<file path="config.mk">
export PLATFORM = sky130hd
export DESIGN_NAME = weight_axis_streamer
export DESIGN_NICKNAME = d
export VERILOG_FILES = /design/src/rtl/weight_stream_pkg.sv /design/src/rtl/axis_line_serializer.sv /design/src/rtl/weight_axis_streamer.sv
export SDC_FILE = /design/constraint.sdc
export NUM_CORES = 2
export LEC_CHECK = 0
export CAP_MARGIN = 15
export CORE_AREA = 2 2 492 494
export CTS_BUF_LIST = sky130_fd_sc_hd__clkbuf_8
export DETAILED_ROUTE_END_ITERATION = 10
export DIE_AREA = 0 0 494 496
export GPL_ROUTABILITY_DRIVEN = 0
export GPL_TIMING_DRIVEN = 0
export HOLD_SLACK_MARGIN = 0.08
export PLACE_DENSITY = 0.65
export SYNTH_ARGS = -nofsm -noshare
export SYNTH_HDL_FRONTEND = slang
export SYNTH_SLANG_ARGS = --single-unit
</file>
<file path="constraint.sdc">
create_clock -name clk -period 113.1 [get_ports clk]
set_clock_uncertainty 0.15 [all_clocks]
set_input_delay 22.62 -clock clk [delete_from_list [all_inputs] [get_ports clk]]
set_output_delay 22.62 -clock clk [all_outputs]
set_load 0.05 [all_outputs]
</file>
<file path="src/rtl/weight_stream_pkg.sv">
// Shared definitions for the weight-line stream between the weight store and
// weight_bram_controller.
// Contents:
//   - base parameters of the weight layout (beat width, channels, element width,
//     kernel side, source memory depth)
//   - derived widths: KERNEL_SET_WIDTH, BRAM_LINE_WIDTH, BEATS_PER_LINE, ADDR_W
//   - FSM state encoding of the streamer
//   - next_line_addr(): line address increment with wrap at BRAM_DEPTH
package weight_stream_pkg;

  localparam int AXIS_DATA_WIDTH = 64;
  localparam int NUM_CHANNELS    = 8;
  localparam int DATA_WIDTH      = 8;
  localparam int FILTER_SIZE     = 3;
  localparam int BRAM_DEPTH      = 512;

  // One kernel set holds every channel of one FILTER_SIZE x FILTER_SIZE kernel.
  // A memory line carries set A in the low half and set B in the high half.
  localparam int KERNEL_SET_WIDTH = NUM_CHANNELS * DATA_WIDTH * FILTER_SIZE * FILTER_SIZE;
  localparam int BRAM_LINE_WIDTH  = 2 * KERNEL_SET_WIDTH;
  localparam int BEATS_PER_LINE   = BRAM_LINE_WIDTH / AXIS_DATA_WIDTH;
  localparam int ADDR_W           = $clog2(BRAM_DEPTH);
  localparam int BEAT_CNT_W       = (BEATS_PER_LINE > 1) ? $clog2(BEATS_PER_LINE) : 1;

  typedef enum logic [1:0] {
    ST_IDLE   = 2'd0,
    ST_FETCH  = 2'd1,
    ST_STREAM = 2'd2,
    ST_DONE   = 2'd3
  } stream_state_t;

  // Explicit wrap so the depth does not have to be a power of two.
  function automatic logic [ADDR_W-1:0] next_line_addr(input logic [ADDR_W-1:0] addr);
    if (addr == ADDR_W'(BRAM_DEPTH - 1)) begin
      return '0;
    end
    return addr + ADDR_W'(1);
  endfunction

endpackage

</file>
<file path="src/rtl/axis_line_serializer.sv">
// Turns one memory line into BEATS_PER_LINE AXI-Stream beats, lowest beat first.
// Ports:
//   clk, rst        clock, asynchronous active-high reset
//   i_load          load i_line into the send buffer (only when o_ready)
//   i_line          full memory line
//   o_ready         buffer can take a new line on this edge (empty, or the
//                   last beat is being accepted right now)
//   o_last_hs       the last beat of the current line is handshaking this cycle
//   m_axis_tvalid   beat valid
//   m_axis_tready   downstream ready
//   m_axis_tdata    current beat
//   m_axis_tlast    high on the last beat of each line
module axis_line_serializer
  import weight_stream_pkg::*;
(
  input  logic                       clk,
  input  logic                       rst,
  input  logic                       i_load,
  input  logic [BRAM_LINE_WIDTH-1:0] i_line,
  output logic                       o_ready,
  output logic                       o_last_hs,
  output logic                       m_axis_tvalid,
  input  logic                       m_axis_tready,
  output logic [AXIS_DATA_WIDTH-1:0] m_axis_tdata,
  output logic                       m_axis_tlast
);

  logic [BRAM_LINE_WIDTH-1:0] r_line;
  logic [BEAT_CNT_W-1:0]      r_beat;
  logic                       r_valid;
  logic                       r_last;
  logic                       w_hs;

  assign w_hs      = r_valid && m_axis_tready;
  assign o_last_hs = w_hs && r_last;
  assign o_ready   = !r_valid || o_last_hs;

  // The line is kept as a shift register so tdata comes straight from flops:
  // each accepted beat shifts the next one down into the low bits. tlast is
  // precomputed one beat ahead instead of being decoded from the counter.
  // A load wins over the shift so a new line can follow the last beat with
  // no bubble.
  always_ff @(posedge clk or posedge rst) begin
    if (rst) begin
      r_line  <= '0;
      r_beat  <= '0;
      r_valid <= 1'b0;
      r_last  <= 1'b0;
    end else if (i_load) begin
      r_line  <= i_line;
      r_beat  <= '0;
      r_valid <= 1'b1;
      r_last  <= (BEATS_PER_LINE == 1);
    end else if (w_hs) begin
      if (r_last) begin
        r_valid <= 1'b0;
        r_last  <= 1'b0;
        r_beat  <= '0;
      end else begin
        r_line <= r_line >> AXIS_DATA_WIDTH;
        r_beat <= r_beat + BEAT_CNT_W'(1);
        r_last <= (r_beat == BEAT_CNT_W'(BEATS_PER_LINE - 2));
      end
    end
  end

  assign m_axis_tvalid = r_valid;
  assign m_axis_tdata  = r_line[AXIS_DATA_WIDTH-1:0];
  assign m_axis_tlast  = r_last;

endmodule

</file>
<file path="src/rtl/weight_axis_streamer.sv">
// AXI-Stream master for the weight-line stream. Reads i_num_lines consecutive
// lines starting at i_base_addr (wrapping at BRAM_DEPTH) and sends each one as
// BEATS_PER_LINE beats, with tlast on every line's last beat. The next line is
// prefetched while the current one streams, so back-to-back lines need no gap.
// Ports:
//   clk, rst        clock, asynchronous active-high reset
//   i_start         start pulse, sampled only while idle
//   i_base_addr     first line address
//   i_num_lines     number of lines, 0..BRAM_DEPTH
//   o_busy          high from accepted start until o_done
//   o_done          one-cycle pulse at end of transfer
//   o_mem_rd_en     one-cycle read strobe per line
//   o_mem_rd_addr   read address
//   i_mem_rd_data   line data, valid the cycle after o_mem_rd_en
//   m_axis_*        AXI-Stream master (tvalid, tready, tdata, tlast)
module weight_axis_streamer
  import weight_stream_pkg::*;
(
  input  logic                       clk,
  input  logic                       rst,
  input  logic                       i_start,
  input  logic [ADDR_W-1:0]          i_base_addr,
  input  logic [ADDR_W:0]            i_num_lines,
  output logic                       o_busy,
  output logic                       o_done,
  output logic                       o_mem_rd_en,
  output logic [ADDR_W-1:0]          o_mem_rd_addr,
  input  logic [BRAM_LINE_WIDTH-1:0] i_mem_rd_data,
  output logic                       m_axis_tvalid,
  input  logic                       m_axis_tready,
  output logic [AXIS_DATA_WIDTH-1:0] m_axis_tdata,
  output logic                       m_axis_tlast
);

  stream_state_t              r_state;
  logic                       r_busy;
  logic                       r_done;
  logic                       r_rd_en;
  logic                       r_rd_vld;
  logic [ADDR_W-1:0]          r_rd_addr;
  logic [ADDR_W:0]            r_to_read;
  logic [ADDR_W:0]            r_to_send;
  logic [BRAM_LINE_WIDTH-1:0] r_pf_line;
  logic                       r_pf_valid;

  logic                       w_ser_ready;
  logic                       w_last_hs;
  logic                       w_load;
  logic                       w_load_from_pf;
  logic                       w_load_from_mem;
  logic [BRAM_LINE_WIDTH-1:0] w_load_line;

  // Choose what feeds the send buffer. The prefetch buffer always holds the
  // older line, so it goes first; otherwise memory data that is arriving
  // right now is loaded directly (always the case for the first line).
  always_comb begin
    w_load_from_pf  = 1'b0;
    w_load_from_mem = 1'b0;
    if ((r_state == ST_FETCH || r_state == ST_STREAM) && w_ser_ready) begin
      if (r_pf_valid) begin
        w_load_from_pf = 1'b1;
      end else if (r_rd_vld) begin
        w_load_from_mem = 1'b1;
      end
    end
    w_load      = w_load_from_pf || w_load_from_mem;
    w_load_line = r_pf_valid ? r_pf_line : i_mem_rd_data;
  end

  // Control FSM. r_rd_vld marks the cycle in which i_mem_rd_data holds the
  // line requested by the previous read strobe. A read is only issued when
  // the prefetch buffer is empty and no read is in flight, so there is at
  // most one outstanding read and its data always has somewhere to go.
  always_ff @(posedge clk or posedge rst) begin
    if (rst) begin
      r_state    <= ST_IDLE;
      r_busy     <= 1'b0;
      r_done     <= 1'b0;
      r_rd_en    <= 1'b0;
      r_rd_vld   <= 1'b0;
      r_rd_addr  <= '0;
      r_to_read  <= '0;
      r_to_send  <= '0;
      r_pf_line  <= '0;
      r_pf_valid <= 1'b0;
    end else begin
      r_rd_en  <= 1'b0;
      r_rd_vld <= r_rd_en;
      r_done   <= 1'b0;
      case (r_state)
        ST_IDLE: begin
          if (i_start) begin
            if (i_num_lines != '0) begin
              r_busy     <= 1'b1;
              r_rd_en    <= 1'b1;
              r_rd_addr  <= i_base_addr;
              r_to_read  <= i_num_lines - (ADDR_W+1)'(1);
              r_to_send  <= i_num_lines;
              r_pf_valid <= 1'b0;
              r_state    <= ST_FETCH;
            end else begin
              r_done  <= 1'b1;
              r_state <= ST_DONE;
            end
          end
        end
        ST_FETCH: begin
          if (w_load) begin
            r_state <= ST_STREAM;
          end
        end
        ST_STREAM: begin
          if (r_to_read != '0 && !r_pf_valid && !r_rd_en && !r_rd_vld) begin
            r_rd_en   <= 1'b1;
            r_rd_addr <= next_line_addr(r_rd_addr);
            r_to_read <= r_to_read - (ADDR_W+1)'(1);
          end
          if (w_load_from_pf) begin
            r_pf_valid <= 1'b0;
          end
          if (r_rd_vld && !w_load_from_mem) begin
            r_pf_line  <= i_mem_rd_data;
            r_pf_valid <= 1'b1;
          end
          if (w_last_hs) begin
            r_to_send <= r_to_send - (ADDR_W+1)'(1);
            if (r_to_send == (ADDR_W+1)'(1)) begin
              r_busy  <= 1'b0;
              r_done  <= 1'b1;
              r_state <= ST_DONE;
            end
          end
        end
        ST_DONE: begin
          r_state <= ST_IDLE;
        end
        default: begin
          r_state <= ST_IDLE;
        end
      endcase
    end
  end

  axis_line_serializer u_serializer (
    .clk           (clk),
    .rst           (rst),
    .i_load        (w_load),
    .i_line        (w_load_line),
    .o_ready       (w_ser_ready),
    .o_last_hs     (w_last_hs),
    .m_axis_tvalid (m_axis_tvalid),
    .m_axis_tready (m_axis_tready),
    .m_axis_tdata  (m_axis_tdata),
    .m_axis_tlast  (m_axis_tlast)
  );

  assign o_busy        = r_busy;
  assign o_done        = r_done;
  assign o_mem_rd_en   = r_rd_en;
  assign o_mem_rd_addr = r_rd_addr;

endmodule

</file>
==> results.tsv <==
stage	metric	value	unit
clock_network	Longest Clk Path Bufs	4	
clock_network	root buf cell	clkbuf_8	
die	Rows	180	
outcome	status	finished, final reports clean	
timing	Final setup viols	0	
min_path	Hold EP	r_rd_vld	
detailed_routing	Routed Antenna Nets	0	
setup_path	Max FO, Critical Path	2	
placement	Placed Cells incl. Taps	12552	
clock_network	setup bufs post-CTS	0	
clock_network	Clock Latency Late Sink	1.13	ns
clock_network	CTS clk-pin slew, worst paths	0.06	ns
detailed_routing	drt via density	5.888	
yosys	Netlist cell types	68	
detailed_routing	1st-pass router iterations	7	
yosys	post-synthesis mux area share	23.61	%
timing	Slew headroom	19.66	%
yosys	Mapped Avg Cell Area	13.07	um2
yosys	sequential share of the synthesized area	55.51	%
yosys	Synth Register Bits	2347	
setup_path	CP Capture Type	output pin	
detailed_routing	routed length per placed instance	29.55	um
timing	max-slew violation count	0	
setup_path	WS Path Type	flop to output pin	
final_layout	nets@finish	10965	
timing	fin crit share	22.32	%
yosys	area leader, netlist	dfrtp_1	
setup_path	critical path arrival	2.48	ns
power_and_ir_drop	Leak	55.87	nW
setup_path	Largest delay share family, worst path	buffers and inverters	
setup_path	worst r2r src	r_state[0]	
yosys	synth cell count leaders	dfrtp_1, mux2i_1, nor2_1	
yosys	compound-gate portion of the synthesized area	11.44	%
placement	hpwl dp	308.1	mm
yosys	Synth Cell Area	105800	um2
yosys	Post-Synth Adder-Cell Area	0.1301	%
yosys	Post-Synth Simple-Gate Area	5.498	%
clock_network	CTS sink count	2347	
detailed_routing	DRC viols	0	
timing	Tightest Pin Transition	1.204	ns
setup_path	crit path cell chain	buf_4 -> clkdlybuf4s50_1	
die	IO Pins	1253	
placement	placed cell area	122900	um2
clock_network	Num CTS Buffers	410	
global_route	grt ovf	0	
die	Die Area	245000	um2
power_and_ir_drop	PD cells	26.12	nW/um2
die	core area	239600	um2
global_route	global-route wire length before repair	558.4	mm
setup_path	CP bufs+invs	2	
final_layout	fraction of layout cells with a size suffix above 1	22.45	%
yosys	Syn. warnings	0	
timing	Fmax	39.61	MHz
die	Die Y	496	um
min_path	HP Start	o_mem_rd_en	
yosys	async set or reset register ratio after synthesis	100.0	%
setup_path	CP max stage delay	0.79	ns
min_path	hold crit path type	flop to flop	
yosys	top cell type's share of synthesized area	55.51	%
yosys	count leader, synth	dfrtp_1	
timing	final setup margin	87.85	ns
yosys	main combinational cell family by area after synthesis	multiplexers	
final_layout	Area Overhead vs Synth	24.20	%
setup_path	Critical Path RT	90.33	ns
clock_network	H-tree Lvls	5	
clock_network	post_cts resized	0	
clock_network	CTS tree	built	
final_layout	final design instance area without fill	131400	um2
timing	Tmin final	25.25	ns
setup_path	Startpoint Class	flop	
global_route	All-Layer GR Usage	31.45	%
setup_path	Crit. Startpoint	u_serializer.r_line[41]	
setup_path	R2R depth	13	
global_route	largest net degree at the start of global routing	138	
placement	Worst Setup Slack post-DPL	86.70	ns
timing	unrepaired setup endpoints after global routing	no	
min_path	WHS Path Cells	0	
placement	Port-buffer cells	1252	
detailed_routing	vias	78870	
setup_path	Critical R2R Capture	r_to_read[8]	
detailed_routing	drt total wl	395.8	mm
global_route	initial antenna violation count	272	
setup_path	WP depth	2	
detailed_routing	DR iter-0 viols	7603	
setup_path	R2R Setup Slk	108.97	ns
final_layout	final std cells w/o fill	13394	
timing	hold violation count in the final report	0	
clock_network	Hold-fix buffers, CTS	0	
die	chip width	494	um
setup_path	Crit-path slowest cell	clkdlybuf4s50_1	
yosys	Synth Area in XOR/XNOR	0.03311	%
yosys	ys flop type	dfrtp_1	
global_route	vias in the first global route	79183	
yosys	Synthesized Nets	9281	
flow_run	count of max-cap constraint violations	0	
yosys	Post-synth EDFFs	0	
die	Initial Utilization	44.15	%
yosys	Cells after Synth	8095	
power_and_ir_drop	maximum vdd drop	0.00001079	V
yosys	largest cells by area after synthesis	dfrtp_1, mux2i_1, a221o_1	
timing	setup TNS	0	ns
through the flow:
stage / power (W) / hold WS [ns] / utilization (%)
final: 0.003433 / 0.3121 / 54.84
after global routing: 0.003594 / 0.3178 / 54.79
after CTS: 0.003434 / 0.3142 / 54.69
after detailed placement: 0.002638 / 0.2974 / 51.28
after global placement: 0.002609 / 0.3007 / 51.05
after floorplan: 0.002227 / 0.2991 / -
flip-flops by register name (all words and copies together) (netlist names):
name / flops
u_serializer.m_axis_tlast: 1
o_busy: 1
r_pf_valid: 1
u_serializer.m_axis_tvalid: 1
r_state: 2
o_mem_rd_en: 1
o_done: 1
o_mem_rd_addr: 9
r_pf_line: 1152
r_to_send: 10
r_to_read: 10
u_serializer.r_beat: 5
u_serializer.r_line: 1152
r_rd_vld: 1
power by group:
part / internal, W / leakage [nW] / switching, W
Sequential: 0.00122 / 29.5 / 0.000318
Clock: 0.000429 / 4.73 / 0.000359
Combinational: 0.000577 / 21.7 / 0.000530
Total: 0.00223 / 55.9 / 0.00121
metal layers:
metal | GRT usage [%] | share of wire (%)
met1 | 39.10 | 39
met2 | 49.76 | 47
met3 | 8.878 | 8.8
met4 | 16.87 | 5.3
met5 | 0 | 0.25
how the worst max path moves through the flow:
stage / end / slack [ns]
floorplan: o_busy / 24.00
global placement: r_pf_line[553] / -0.95
detailed placement: u_serializer.r_line[275] / 86.70
CTS: m_axis_tdata[45] / 87.73
global route: u_serializer.r_line[270] / 87.75
finish: m_axis_tdata[41] / 87.85
placed cells by master (no fill, tap or decap), types with 4 or more instances in the layout:
cell	Yosys	routed
buf_6	32	32
ha_1	11	11
xnor2_1	4	4
nor2b_1	66	66
clkdlybuf4s50_1	0	1252
buf_1	18	18
clkbuf_8	0	532
nand3b_1	4	4
nor4_1	5	5
buf_16	0	20
o211ai_1	4	4
inv_1	16	139
nor3_1	14	14
buf_4	146	146
dfrtp_1	2347	2347
and3_1	8	8
a31oi_1	65	65
a221o_1	1025	1025
diode_2	0	139
clkinv_2	0	35
nand2_1	162	162
clkbuf_1	207	207
nand4b_1	4	4
o21ai_0	85	85
buf_2	327	327
a21oi_1	22	22
mux2_1	10	10
nor2_1	1059	1059
mux2i_1	1095	1095
nor3b_1	4	4
nand3_1	76	76
mux2_4	270	270
nand4_1	5	5
mux2_2	875	875
a211oi_1	64	64
bufinv_16	0	5
inv_6	0	5
cells by family after synthesis:
family          count (synthesis)
flops                        2347
mux                          2250
simple gates                 1428
compound gates               1308
buf+inv                       747
fa+ha+maj                      11
xor+xnor                        4
cell type report:
| type | instances | area (um2) |
|---|---|---|
| fillers | 20149 | 108200 |
| flip-flops and latches | 2347 | 58730 |
| multi-input cells | 5001 | 43070 |
| repair buffers | 1272 | 13080 |
| clock buffers | 532 | 7322 |
| well taps | 3185 | 3985 |
| plain buffers | 730 | 3938 |
| clock inverters | 171 | 862.1 |
| diodes | 139 | 347.8 |
| inverters | 17 | 71.32 |
(Power assumes the default switching activity.)
